## src/rtl/scarv_cop_malu_mul_if.sv

```systemverilog
// Handshake and operand/result bundle between the coprocessor issue logic
// and the sequential multiply-accumulate unit.
interface scarv_cop_malu_mul_if;
    logic        mul_ivalid;
    logic        mul_ready;
    logic        mul_flush;
    logic [31:0] mul_rs1;
    logic [31:0] mul_rs2;
    logic [31:0] mul_rs3;
    logic        mul_idone;
    logic [31:0] mul_rd_hi;
    logic [31:0] mul_rd_lo;

    modport master (
        output mul_ivalid, mul_flush, mul_rs1, mul_rs2, mul_rs3,
        input  mul_ready, mul_idone, mul_rd_hi, mul_rd_lo
    );

    modport slave (
        input  mul_ivalid, mul_flush, mul_rs1, mul_rs2, mul_rs3,
        output mul_ready, mul_idone, mul_rd_hi, mul_rd_lo
    );
endinterface

```

## src/rtl/scarv_cop_malu_mul.sv

```systemverilog
// Sequential shift-add multiply-accumulate: {rd_hi, rd_lo} = rs1*rs2 + rs3,
// consuming MUL_UNROLL multiplier bits per cycle.
module scarv_cop_malu_mul #(
    parameter int MUL_UNROLL = 1
) (
    input  logic                 g_clk,
    input  logic                 g_resetn,
    scarv_cop_malu_mul_if.slave  mul
);

    generate
        if (!(MUL_UNROLL == 1 || MUL_UNROLL == 2 || MUL_UNROLL == 4)) begin : g_bad_unroll
            $error("scarv_cop_malu_mul: MUL_UNROLL must be 1, 2 or 4");
        end
    endgenerate

    localparam int         W        = 32 + MUL_UNROLL;
    localparam logic [4:0] CNT_LAST = 5'(32 / MUL_UNROLL - 1);

    typedef enum logic [1:0] {S_IDLE, S_RUN, S_DONE} state_t;

    state_t      state_q, state_d;
    logic [31:0] hi_q, hi_d;
    logic [31:0] lo_q, lo_d;
    logic [31:0] rs1_q, rs1_d;
    logic [4:0]  cnt_q, cnt_d;
    logic        accept;
    logic [W-1:0] hi_ext;

    assign accept = (state_q == S_IDLE) && mul.mul_ivalid && !mul.mul_flush;

    // hi starts as rs3, so the addend rides along in the partial-product sum;
    // W bits are enough because hi + rs1*(2^U-1) < 2^(32+U).
    assign hi_ext = W'(hi_q) + W'(rs1_q) * W'(lo_q[MUL_UNROLL-1:0]);

    always_ff @(posedge g_clk or negedge g_resetn) begin
        if (!g_resetn) begin
            state_q <= S_IDLE;
        end else begin
            state_q <= state_d;
        end
    end

    always_comb begin
        state_d = state_q;
        case (state_q)
            S_IDLE:  if (accept) state_d = S_RUN;
            S_RUN: begin
                if (mul.mul_flush)          state_d = S_IDLE;
                else if (cnt_q == CNT_LAST) state_d = S_DONE;
            end
            S_DONE:  state_d = S_IDLE;
            default: state_d = S_IDLE;
        endcase
    end

    always_comb begin
        mul.mul_ready = (state_q == S_IDLE);
        mul.mul_idone = (state_q == S_DONE) && !mul.mul_flush;
        mul.mul_rd_hi = hi_q;
        mul.mul_rd_lo = lo_q;
    end

    always_comb begin
        hi_d  = hi_q;
        lo_d  = lo_q;
        rs1_d = rs1_q;
        cnt_d = cnt_q;
        if (accept) begin
            rs1_d = mul.mul_rs1;
            hi_d  = mul.mul_rs3;
            lo_d  = mul.mul_rs2;
            cnt_d = 5'd0;
        end else if (state_q == S_RUN) begin
            hi_d  = hi_ext[W-1:MUL_UNROLL];
            lo_d  = {hi_ext[MUL_UNROLL-1:0], lo_q[31:MUL_UNROLL]};
            cnt_d = cnt_q + 5'd1;
        end
    end

    always_ff @(posedge g_clk or negedge g_resetn) begin
        if (!g_resetn) begin
            hi_q  <= '0;
            lo_q  <= '0;
            rs1_q <= '0;
            cnt_q <= '0;
        end else begin
            hi_q  <= hi_d;
            lo_q  <= lo_d;
            rs1_q <= rs1_d;
            cnt_q <= cnt_d;
        end
    end

endmodule

```

## src/flat_wrapper.sv

```systemverilog
// flat-port wrapper written by rule: the top's interface ports become plain ports
module scarv_cop_malu_mul_flat 
#(
    parameter int MUL_UNROLL = 1
)
  (g_clk, g_resetn, mul_mul_ivalid, mul_mul_flush, mul_mul_rs1, mul_mul_rs2, mul_mul_rs3, mul_mul_ready, mul_mul_idone, mul_mul_rd_hi, mul_mul_rd_lo);
  scarv_cop_malu_mul_if mul_i ();
  input  logic g_clk;
  input  logic g_resetn;
  input wire logic [$bits(mul_i.mul_ivalid)-1:0] mul_mul_ivalid;
  input wire logic [$bits(mul_i.mul_flush)-1:0] mul_mul_flush;
  input wire logic [$bits(mul_i.mul_rs1)-1:0] mul_mul_rs1;
  input wire logic [$bits(mul_i.mul_rs2)-1:0] mul_mul_rs2;
  input wire logic [$bits(mul_i.mul_rs3)-1:0] mul_mul_rs3;
  output wire logic [$bits(mul_i.mul_ready)-1:0] mul_mul_ready;
  output wire logic [$bits(mul_i.mul_idone)-1:0] mul_mul_idone;
  output wire logic [$bits(mul_i.mul_rd_hi)-1:0] mul_mul_rd_hi;
  output wire logic [$bits(mul_i.mul_rd_lo)-1:0] mul_mul_rd_lo;
  assign mul_i.mul_ivalid = mul_mul_ivalid;
  assign mul_i.mul_flush = mul_mul_flush;
  assign mul_i.mul_rs1 = mul_mul_rs1;
  assign mul_i.mul_rs2 = mul_mul_rs2;
  assign mul_i.mul_rs3 = mul_mul_rs3;
  assign mul_mul_ready = mul_i.mul_ready;
  assign mul_mul_idone = mul_i.mul_idone;
  assign mul_mul_rd_hi = mul_i.mul_rd_hi;
  assign mul_mul_rd_lo = mul_i.mul_rd_lo;
  scarv_cop_malu_mul #(.MUL_UNROLL(MUL_UNROLL)) u_core (.g_clk(g_clk), .g_resetn(g_resetn), .mul(mul_i));
endmodule
```

## config.mk

```make
export PLATFORM = sky130hd
export DESIGN_NAME = scarv_cop_malu_mul_flat
export DESIGN_NICKNAME = d
export VERILOG_FILES = /design/src/rtl/scarv_cop_malu_mul_if.sv /design/src/rtl/scarv_cop_malu_mul.sv /design/src/flat_wrapper.sv
export SDC_FILE = /design/constraint.sdc
export NUM_CORES = 1
export LEC_CHECK = 0
export CORE_ASPECT_RATIO = 0.7
export CORE_UTILIZATION = 55
export CTS_CLUSTER_DIAMETER = 50
export DETAILED_ROUTE_END_ITERATION = 6
export DONT_BUFFER_PORTS = 1
export GPL_ROUTABILITY_DRIVEN = 1
export GPL_TIMING_DRIVEN = 0
export PLACE_DENSITY = 0.84
export SETUP_SLACK_MARGIN = 0.3
export SYNTH_ARGS = -nofsm -noshare
export SYNTH_HDL_FRONTEND = slang
export SYNTH_SLANG_ARGS = --single-unit
```

## constraint.sdc

```tcl
create_clock -name g_clk -period 2.7 [get_ports g_clk]
set_clock_uncertainty 0.15 [all_clocks]
set_input_delay 0.405 -clock g_clk [delete_from_list [all_inputs] [get_ports g_clk]]
set_output_delay 0.405 -clock g_clk [all_outputs]
set_load 0.02 [all_outputs]
```

==> flow_metrics.env, run 1 <==
export IMPL_status="complete, but fails checks"
export IMPL_violations="negative hold slack, negative setup slack"
export IMPL_ff2ff_path_depth=13
export IMPL_clk_latency_ns=0.36
export IMPL_max_stage_delay_ns=0.53
export IMPL_dp_cells=895
export IMPL_grt_pass1_wl_mm=30.9
export IMPL_r2r_start="u_core.mul.mul_rd_lo[0]"
export IMPL_required_ns=2.80
export IMPL_setup_viol=23
export IMPL_grt_pass1_vias=6059
export IMPL_drc=0
export IMPL_fin_util_pct=69.6
export IMPL_ys_warn_count=0
export IMPL_drv_cap=0
export IMPL_worstSetupPathDepth=13
export IMPL_worstHoldPathType="primary input to asynchronous set/reset pin"
export IMPL_syn_nets=877
export IMPL_synth_mux_area_share_pct=0.476
export IMPL_layout_nets=924
export IMPL_antenna_cells=0
export IMPL_synth_xor_area_share_pct=3.61
export IMPL_syn_cell_area_mm2=0.00631
export IMPL_dp_hpwl_mm=13.3
export IMPL_leakage_nw=3.50
export IMPL_die_w_um=130
export IMPL_cts_sinks=103
export IMPL_grt_util_all_layers_pct=33.9
export IMPL_synthArstFlopShare_pct=100
export IMPL_vias=6048
export IMPL_stdcell_count=947
export IMPL_gp_congestion=0.918
export IMPL_dr_pass1_iters=5
export IMPL_synth_cells=742
export IMPL_portBuffers=0
export IMPL_drive_above_1_share_pct=22.0
export IMPL_synth_edf_count=0
export IMPL_cts_root_buf="clkbuf_16"
export IMPL_synth_simple_gate_area_share_pct=22.7
export IMPL_io_pins=166
export IMPL_ant_nets=0
export IMPL_critPathLaunch="u_core.mul.mul_rd_lo[0]"
export IMPL_worst_pin_slew_ns=0.818
export IMPL_core_area_mm2=0.0111
export IMPL_area_growth_pct=22.4
export IMPL_cts_hold_buf=4
export IMPL_met2_usage_pct=51.4
export IMPL_rr_endpoint="u_core.mul.mul_rd_hi[20]"
export IMPL_grt_ovfl_total=0
export IMPL_yosysSeqAreaShare_pct=40.9
export IMPL_holdWs_ns=-0.414
export IMPL_fin_ws_ns=-0.458
export IMPL_tritoncts="built"
export IMPL_drv_slew=0
export IMPL_worstPathCellList="buf_6 -> buf_8 -> and2_4 -> ha_4 -> nand2_2 -> o211ai_1 -> o2111ai_2 -> a21oi_2 -> buf_4 -> buf_4 -> nand3_1 -> nor3b_1 -> a221o_1"
export IMPL_wl_per_cell_um=21.3
export IMPL_synth_seq_cells=103
export IMPL_clockBufferDepth=2
export IMPL_end_kind="flip-flop"
export IMPL_grt_max_degree=104
export IMPL_syn_area_per_cell_um2=8.50
export IMPL_drt_vias_per_instance=6.39
export IMPL_timing_fmax_mhz=317
export IMPL_num_rows=32
export IMPL_synth_top_family_by_area="simple AND/OR/NAND/NOR gates"
export IMPL_dieHeight_um=91.6
export IMPL_grt_busiest_layer="met2"
export IMPL_crit_family="compound AO/OA/AOI/OAI gates"
export IMPL_met1_usage_pct=46.2
export IMPL_dieArea_mm2=0.0119
export IMPL_start_util_pct=56.9
export IMPL_finalHoldViolCount=103
export IMPL_startpoint_type="flip-flop"
export IMPL_rrSetupSlack_ns=-0.46
export IMPL_ys_flop_type="dfrtp_1"
export IMPL_synth_distinct_cells=65
export IMPL_cp_common_cell="buf_4"
export IMPL_crit_slowest_cell="dfrtp_2"
export IMPL_htree_num_levels=3
export IMPL_endpoint="u_core.mul.mul_rd_hi[20]"
export IMPL_cp_max_fo=7
export IMPL_power_density_mw_per_mm2=1140
export IMPL_post_route_period_util_pct=117
export IMPL_fin_crit_ns=3.16
export IMPL_worstPathArrival_ns=3.26
export IMPL_drt_total_wl_mm=20.2
export IMPL_synthAdderAreaFrac_pct=7.06
export IMPL_antenna_found_initial=0
export IMPL_max_vdd_ir_drop_uv=762
export IMPL_path_class="flip-flop to flip-flop"
export IMPL_rsz0062_at_grt="yes"
export IMPL_cts_buffers=9
export IMPL_drt_iter0_drc=580
export IMPL_clk_pin_slew_ns=0.08
export IMPL_path_buf_inv=4
export IMPL_synth_compound_area_share_pct=21.3
export IMPL_max_slew_margin_rel_pct=45.4
export IMPL_use_met3_pct=7.60
logic make-up after synthesis:
group | Yosys count
xor+xnor | 26
simple gates | 327
compound gates | 195
flops | 103
fa+ha+maj | 35
mux | 3
buf+inv | 53
layout make-up:
cell class              count  area [um2]
multi-input cells         586        4040
fillers                   847        3370
flip-flops and latches    103        2580
repair buffers             36         322
plain buffers              45         272
clock buffers               9         225
well taps                 153         191
clock inverters             7        62.6
inverters                   8        30.0
per-stage QoR:
stage / cell area [um2] / TNS [ns] / total power [mW] / setup slack [ns] / hold WS, ns
2_1_floorplan: 6470 / -0.0903 / 5.53 / -0.0564 / -0.0406
4_1_cts: 7540 / -3.19 / 8.33 / -0.362 / -0.419
3_3_place_gp: 6660 / -6.01 / 6.20 / -0.529 / -0.0385
6_report: 7720 / -5.34 / 8.77 / -0.458 / -0.414
5_1_grt: 7720 / -6.97 / 9.21 / -0.544 / -0.425
3_5_place_dp: 6660 / -7.02 / 6.34 / -0.578 / -0.0383
sequential cells by signal, summed over array words and instances (netlist names):
name and flops:
u_core.state_q 2, u_core.rs1_q 32, u_core.mul.mul_rd_hi 32, u_core.cnt_q 5, u_core.mul.mul_rd_lo 32
power by group:
part	total [mW]	switching, mW	internal (mW)
registers	3.10	1.07	2.03
logic	4.36	2.43	1.93
clock network	1.30	0.654	0.648
total	8.77	4.16	4.61
per-layer routing:
layer	vias to the layer above	wire length, um
li1	2688	-
met1	2969	8440
met2	334	9290
met3	57	1810
met4	0	635
met5	-	0
worst reg2reg max path: stages (launching register included):
cell	delay, ns
dfrtp_2	0.53
buf_6	0.19
buf_8	0.13
and2_4	0.14
ha_4	0.30
nand2_2	0.06
o211ai_1	0.24
o2111ai_2	0.25
a21oi_2	0.30
buf_4	0.17
buf_4	0.10
nand3_1	0.09
nor3b_1	0.15
a221o_1	0.28
synthesized netlist by cell type (6+ instances only):
cell type  instances  share of area (%)
a21o_1             9                1.1
a21oi_1           56                4.4
a22oi_1           37                4.4
a31oi_1            7               0.69
and2_1            32                3.2
and3_1             7               0.69
clkbuf_1          30                1.8
dfrtp_1          103                 41
ha_1              34                6.7
inv_1              8               0.48
nand2_1          212                 13
nand3_1            7               0.56
nor2_1            39                2.3
o21ai_0           22                1.7
o21ai_1            8               0.63
o21bai_1           6               0.71
o22ai_1            8               0.79
xnor2_1           14                1.9
xor2_1            12                1.7
timing repair:
item	4_1_cts	5_1_grt
pin swaps	41	18
hold endpoints to repair	108	103
cloned	2	0
endpoints found under the setup margin	48	46
gates resized for setup	79	43
setup buffers	25	5
worst min-delay path by stage:
stage,startpoint,to,slack [ns]
final,g_resetn,u_core.rs1_q[21],-0.41
after global routing,g_resetn,u_core.rs1_q[26],-0.43
after CTS,g_resetn,u_core.rs1_q[26],-0.42
after detailed placement,g_resetn,u_core.mul.mul_rd_hi[22],-0.04
after global placement,g_resetn,u_core.rs1_q[24],-0.04
after floorplan,g_resetn,u_core.cnt_q[0],-0.04
placed cells by master, fill, tap and decap left out, drive strengths merged, types with 5 or more instances in the layout:
cell type  netlist  layout
ha              34      34
nor2            40      40
a21oi           59      59
a22oi           37      37
dfrtp          103     103
a31oi            8       8
a211oi           6       6
buf             12      42
a21o             9       9
nand4            5       5
nand3            7       7
inv              8      12
and2            32      32
clkbuf          33      44
o22ai            8       8
nand2          212     212
xor2            12      12
o21ai           31      31
o21bai           6       6
and3             9       9
xnor2           14      14
No activity file was read; power rests on OpenSTA's default activity.
==> run 2: changes to the inputs <==
--- a/config.mk
+++ b/config.mk
@@ -7,6 +7,7 @@
 export LEC_CHECK = 0
 export CORE_ASPECT_RATIO = 0.7
 export CORE_UTILIZATION = 55
+export CTS_BUF_LIST = sky130_fd_sc_hd__clkbuf_4 sky130_fd_sc_hd__clkbuf_8 sky130_fd_sc_hd__clkbuf_16
 export CTS_CLUSTER_DIAMETER = 50
 export DETAILED_ROUTE_END_ITERATION = 6
 export DONT_BUFFER_PORTS = 1
==> results of run 2 <==
The final DEF is identical to that of run 1; final timing and power are the same.
